<file path="src/rtl/popcount_rr_scheduler.sv">
`default_nettype none
// ============================================================================
// Module   : popcount_rr_scheduler
// Purpose  : Shares one bit-population counter between NUM_REQ requesters.
//            A round-robin arbiter grants at most one request per cycle and
//            issues it to the counter. The winner's ID is queued in an
//            in-flight tag FIFO. Each counter result is broadcast on the
//            response bus, tagged with the ID at the FIFO head.
// Ports    : clk_i, srst_i          clock / synchronous active-high reset
//            req_valid_i/ready_o   per-requester handshake (ready one-hot)
//            req_data_i            requester i data at [i*WIDTH +: WIDTH]
//            pc_data_val_o/pc_data_o   issue side towards the counter
//            pc_data_val_i/pc_data_i   result side from the counter
//            resp_valid_o/id_o/data_o  tagged result, 1-cycle pulse
//            inflight_o            tag FIFO occupancy
//            err_o                 sticky: result arrived with no tag queued
// Revision : 1.0 - initial release
// ============================================================================
module popcount_rr_scheduler #(
    parameter int WIDTH        = 32,
    parameter int NUM_REQ      = 4,
    parameter int MAX_INFLIGHT = 4,
    localparam int CNT_W = $clog2(WIDTH + 1) + 1,
    localparam int ID_W  = $clog2(NUM_REQ),
    localparam int PTR_W = $clog2(MAX_INFLIGHT) + 1
) (
    input  logic                     clk_i,
    input  logic                     srst_i,
    input  logic [NUM_REQ-1:0]       req_valid_i,
    input  logic [NUM_REQ*WIDTH-1:0] req_data_i,
    output logic [NUM_REQ-1:0]       req_ready_o,
    output logic                     pc_data_val_o,
    output logic [WIDTH-1:0]         pc_data_o,
    input  logic                     pc_data_val_i,
    input  logic [CNT_W-1:0]         pc_data_i,
    output logic                     resp_valid_o,
    output logic [ID_W-1:0]          resp_id_o,
    output logic [CNT_W-1:0]         resp_data_o,
    output logic [PTR_W-1:0]         inflight_o,
    output logic                     err_o
);

    // Storage index width; pointers carry PTR_W bits but only address
    // MAX_INFLIGHT entries and wrap explicitly.
    localparam int IDX_W = (MAX_INFLIGHT > 1) ? $clog2(MAX_INFLIGHT) : 1;

    localparam logic [PTR_W-1:0]   c_LAST_PTR = PTR_W'(MAX_INFLIGHT - 1);
    localparam logic [PTR_W-1:0]   c_FULL_CNT = PTR_W'(MAX_INFLIGHT);
    localparam logic [ID_W:0]      c_NREQ     = (ID_W + 1)'(NUM_REQ);
    localparam logic [NUM_REQ-1:0] c_ONE      = NUM_REQ'(1);

    logic [ID_W-1:0]  r_rr_last;
    logic [ID_W-1:0]  r_tag_mem [MAX_INFLIGHT];
    logic [PTR_W-1:0] r_wr_ptr;
    logic [PTR_W-1:0] r_rd_ptr;
    logic [PTR_W-1:0] r_count;
    logic             r_pc_val;
    logic [WIDTH-1:0] r_pc_data;
    logic             r_resp_valid;
    logic [ID_W-1:0]  r_resp_id;
    logic [CNT_W-1:0] r_resp_data;
    logic             r_err;

    logic [2*NUM_REQ-1:0] w_dbl;
    logic [NUM_REQ-1:0]   w_rot;
    logic [ID_W:0]        w_shift;
    logic [ID_W:0]        w_sum;
    logic [ID_W-1:0]      w_off;
    logic [ID_W-1:0]      w_winner;
    logic                 w_full;
    logic                 w_empty;
    logic                 w_push;
    logic                 w_pop;
    logic [WIDTH-1:0]     w_win_data;

    assign w_full  = (r_count == c_FULL_CNT);
    assign w_empty = (r_count == '0);

    // Round-robin search: rotate the valid vector so that bit 0 is the
    // requester right after the last winner, take the lowest set bit, then
    // map the offset back to an absolute index modulo NUM_REQ.
    always_comb begin
        w_dbl   = {req_valid_i, req_valid_i};
        w_shift = {1'b0, r_rr_last} + 1'b1;
        w_rot   = NUM_REQ'(w_dbl >> w_shift);
        w_off   = '0;
        for (int i = NUM_REQ - 1; i >= 0; i--) begin
            if (w_rot[i]) begin
                w_off = ID_W'(i);
            end
        end
        w_sum = w_shift + {1'b0, w_off};
        if (w_sum >= c_NREQ) begin
            w_sum = w_sum - c_NREQ;
        end
        w_winner = w_sum[ID_W-1:0];
    end

    // A full FIFO blocks the grant even when a pop lands on the same edge:
    // there is no bypass path from the response side into the grant.
    assign w_push      = (|req_valid_i) && !w_full && !srst_i;
    assign req_ready_o = w_push ? (c_ONE << w_winner) : '0;
    assign w_win_data  = req_data_i[w_winner*WIDTH +: WIDTH];
    assign w_pop       = pc_data_val_i && !w_empty;

    always_ff @(posedge clk_i) begin
        if (srst_i) begin
            r_rr_last    <= ID_W'(NUM_REQ - 1);
            r_wr_ptr     <= '0;
            r_rd_ptr     <= '0;
            r_count      <= '0;
            r_pc_val     <= 1'b0;
            r_pc_data    <= '0;
            r_resp_valid <= 1'b0;
            r_resp_id    <= '0;
            r_resp_data  <= '0;
            r_err        <= 1'b0;
        end else begin
            r_pc_val <= w_push;
            if (w_push) begin
                r_pc_data                     <= w_win_data;
                r_rr_last                     <= w_winner;
                r_tag_mem[r_wr_ptr[IDX_W-1:0]] <= w_winner;
                r_wr_ptr <= (r_wr_ptr == c_LAST_PTR) ? '0 : r_wr_ptr + 1'b1;
            end

            r_resp_valid <= w_pop;
            if (w_pop) begin
                r_resp_data <= pc_data_i;
                r_resp_id   <= r_tag_mem[r_rd_ptr[IDX_W-1:0]];
                r_rd_ptr <= (r_rd_ptr == c_LAST_PTR) ? '0 : r_rd_ptr + 1'b1;
            end

            // A result with no tag to pair it with is dropped and flagged.
            if (pc_data_val_i && w_empty) begin
                r_err <= 1'b1;
            end

            case ({w_push, w_pop})
                2'b10:   r_count <= r_count + 1'b1;
                2'b01:   r_count <= r_count - 1'b1;
                default: r_count <= r_count;
            endcase
        end
    end

    assign pc_data_val_o = r_pc_val;
    assign pc_data_o     = r_pc_data;
    assign resp_valid_o  = r_resp_valid;
    assign resp_id_o     = r_resp_id;
    assign resp_data_o   = r_resp_data;
    assign inflight_o    = r_count;
    assign err_o         = r_err;

endmodule
`default_nettype wire

</file>
<file path="config.mk">
export PLATFORM = sky130hd
export DESIGN_NAME = popcount_rr_scheduler
export DESIGN_NICKNAME = d
export VERILOG_FILES = /design/src/rtl/popcount_rr_scheduler.sv
export SDC_FILE = /design/constraint.sdc
export NUM_CORES = 1
export LEC_CHECK = 0
export ABC_CLOCK_PERIOD_IN_PS = 4100
export CELL_PAD_IN_SITES_DETAIL_PLACEMENT = 0
export CELL_PAD_IN_SITES_GLOBAL_PLACEMENT = 1
export CORE_MARGIN = 4
export CORE_UTILIZATION = 28
export DETAILED_ROUTE_END_ITERATION = 10
export PLACE_DENSITY = 0.9
export SYNTH_ARGS = -nofsm -noshare
export SYNTH_HDL_FRONTEND = slang
export SYNTH_SLANG_ARGS = --single-unit
</file>
<file path="constraint.sdc">
create_clock -name clk_i -period 4.1 [get_ports clk_i]
set_input_delay 0.82 -clock clk_i [delete_from_list [all_inputs] [get_ports clk_i]]
set_output_delay 0.82 -clock clk_i [all_outputs]
set_load 0.005 [all_outputs]
</file>
==> summary.md <==
| Metric | Value |
|---|---|
| Outcome | `finished clean` |
| Share of cells above drive strength 1 | `19.0%` |
| Synth Register Bits | `63` |
| Clock root buffer | `clkbuf_16` |
| Critical path class | `input port to output pin` |
| Final Skew | `6.90 ps` |
| Post-route cell area | `0.00618 mm2` |
| Setup WS pre-CTS | `-221 ps` |
| Max cap viols | `0` |
| Die height | `122 um` |
| Vias in the first global route | `4038` |
| Starting DRT DRC Count | `181` |
| Net Count, Synth | `570` |
| Hold path start | `resp_data_o[5]` |
| Die extent in x | `122 um` |
| Seq/Total Area, Yosys | `36.6%` |
| Top FF cell, synth | `dfxtp_1` |
| Post-DR wirelength/cell | `16.0 um` |
| RSZ-0062 raised after global routing | `false` |
| Clock Path Buffers | `2` |
| Synth Area in Simple Gates | `12.0%` |
| CTS tree | `yes` |
| Overflow after GRT | `0` |
| Critical path launch point | `req_valid_i[1]` |
| Dpl hpwl | `8.90 mm` |
| Fin. max-slew vios | `0` |
| Design Power | `0.00407 W` |
| Detailed Route WL | `12.5 mm` |
| Hold path depth | `2` |
| Via count | `3833` |
| Routed Antenna Nets | `0` |
| Hold Crit Class | `flop to flop` |
| CTS Sinks | `63` |
| CP Data Arrival Time | `2940 ps` |
| Worst setup EP type | `output pin` |
| Cell Rows | `41` |
| First-pass GRT wire length | `19.7 mm` |
| Total track usage | `16.5%` |
| Buffers on Ports | `192` |
| Most common cell after layout, fill and taps aside | `clkdlybuf4s50_1` |
| Clock Latency Late Sink | `320 ps` |
| Compound-Gate Fraction of Synth Area | `20.9%` |
| Area after DPL | `0.00576 mm2` |
| Fmax | `0.266 GHz` |
| Final Hold Viols | `0` |
| H-tree depth | `3` |
| Clk slew on worst S/H paths | `50 ps` |
| Worst setup SP type | `input port` |
| Nets | `757` |
| FFs w/ async S/R, synth | `0%` |
| Reg2Reg Depth | `10` |
| Syn avg cell area | `8.74 um2` |
| Final worst slack | `342 ps` |
| RR Startpoint | `r_rr_last[0]` |
| Pre-Repair DR Iteration Count | `4` |
| Period utilization | `91.7%` |
| Largest family of logic cells by synthesized area | `compound AO/OA/AOI/OAI gates` |
| Final setup fails | `0` |
| Mux share of post-synthesis cell area | `20.9%` |
| Unique masters post-synth | `42` |
| Peak supply drop | `0.000438 V` |
| Die Area | `0.0150 mm2` |
| Post-synthesis adder-cell area fraction | `3.28%` |
| Xor and xnor area share after synthesis | `0.957%` |
| Final Critical Period | `3760 ps` |
| Commonest non-fill, non-tap cells in the layout | `clkdlybuf4s50_1, mux2_2, nand2_1, dfxtp_1, o21ai_1` |
| I/O pins | `193` |
| Initial antenna violation count | `0` |
| Synth warn | `0` |
| TritonCTS Buffers | `9` |
| Mapped Area | `0.00366 mm2` |
| Crit-path max FO | `3` |
| Antenna fix cells | `0` |
| Synth Instances | `419` |
| Placer Congestion | `0.869` |
| Initial Util | `28.8%` |
| Slew @ Worst Pin | `816 ps` |
| Pin count of the biggest net entering global routing | `66` |
| PD cells | `660 mW/mm2` |
| Vias/cell | `4.90` |
| Leakage Power | `2.26 nW` |
| Hold_buf cts | `0` |
| Core area | `0.0127 mm2` |
| Area grow syn2layout | `68.6%` |
| Max_slew headroom | `45.6%` |
| EDFF count, synth | `8` |
| DRC Markers | `0` |
| CP required | `3280 ps` |
-- flip-flops by register name, indices dropped and copies added, names as in the netlist --
signal and cells:
err_o 1, inflight_o 3, pc_data_o 32, pc_data_val_o 1, r_rd_ptr 3, r_rr_last 2
r_tag_mem 8, r_wr_ptr 3, resp_data_o 7, resp_id_o 2, resp_valid_o 1
-- metrics by stage --
stage               hold slack, ps  std cells  setup TNS, ps  utilization, %
CTS                            456        781              0            48.1
floorplan                      423        419              0               -
detailed placement             448        764           -836            45.3
finish                         454        783              0            48.5
global placement               432        764           -631            45.3
global route                   471        783              0            48.5
-- worst max-delay path: stages --
cell and delay (ps):
clkdlybuf4s50_1 480, nor2_1 50, a221oi_2 220, a31oi_1 80
a211oi_2 240, ha_2 240, xnor2_2 140, nand2b_4 200
nor3_4 50, nor2_2 190, nor2_1 70, dlymetal6s2s_1 150
-- synth_stat cells (8+ instances only) --
| cell type | instances | share of area, % |
|---|---|---|
| inv_1 | 10 | 1.0 |
| edfxtp_1 | 8 | 6.6 |
| nand2_1 | 58 | 5.9 |
| a31oi_1 | 33 | 5.6 |
| mux2_2 | 64 | 20 |
| a21oi_1 | 19 | 2.6 |
| buf_2 | 10 | 1.4 |
| clkbuf_1 | 19 | 1.9 |
| dfxtp_1 | 55 | 30 |
| o21ai_1 | 35 | 4.8 |
| nor2_1 | 23 | 2.4 |
| o21ai_0 | 30 | 4.1 |
| ha_1 | 8 | 2.7 |
-- report_power, final --
part           leakage (nW)  switching [W]  internal, W  total [W]
clock                 0.158       0.000280     0.000564   0.000844
combinational          1.58       0.000983      0.00122    0.00220
sequential            0.525       0.000155     0.000874    0.00103
total                  2.26        0.00142      0.00266    0.00407
-- worst paths after layout --
check        slack [ps]              to
max                 340  req_ready_o[0]
min reg2reg         450  resp_data_o[5]
max reg2reg        1060   pc_data_o[14]
min                 450  resp_data_o[5]
-- timing repair --
action,CTS,global route
setup endpoints to repair,4,4
setup buffers,1,2
gates resized for setup,3,11
pin swaps,1,1
-- layer usage --
| metal | global-route usage (%) | wire length [um] | share of wire, % | vias up |
|---|---|---|---|---|
| met5 | 0 | 0 | 0 | - |
| met4 | 5.74 | 206 | 1.6 | 0 |
| met3 | 5.85 | 1060 | 8.5 | 18 |
| met2 | 29.8 | 6260 | 50 | 144 |
| met1 | 17.7 | 4960 | 40 | 1795 |
| li1 | - | - | - | 1876 |
-- area by class of cell --
cell class,instances,area [um2]
clock inverter,5,80.1
multi-input combinational,312,2190
inverter,10,37.5
clock buffer,11,253
fill,1219,6550
sequential,63,1340
tap,172,215
timing repair buffer,210,2060
-- logic make-up after synthesis --
logic type	count (synthesis)
xor gates and xnor gates	4
and+or+nand+nor	102
AOI/OAI and AO/OA	131
DFF	63
adders and majority gates	9
muxes	66
buffers and inverters	44
Power figures use the tool's default switching activity.
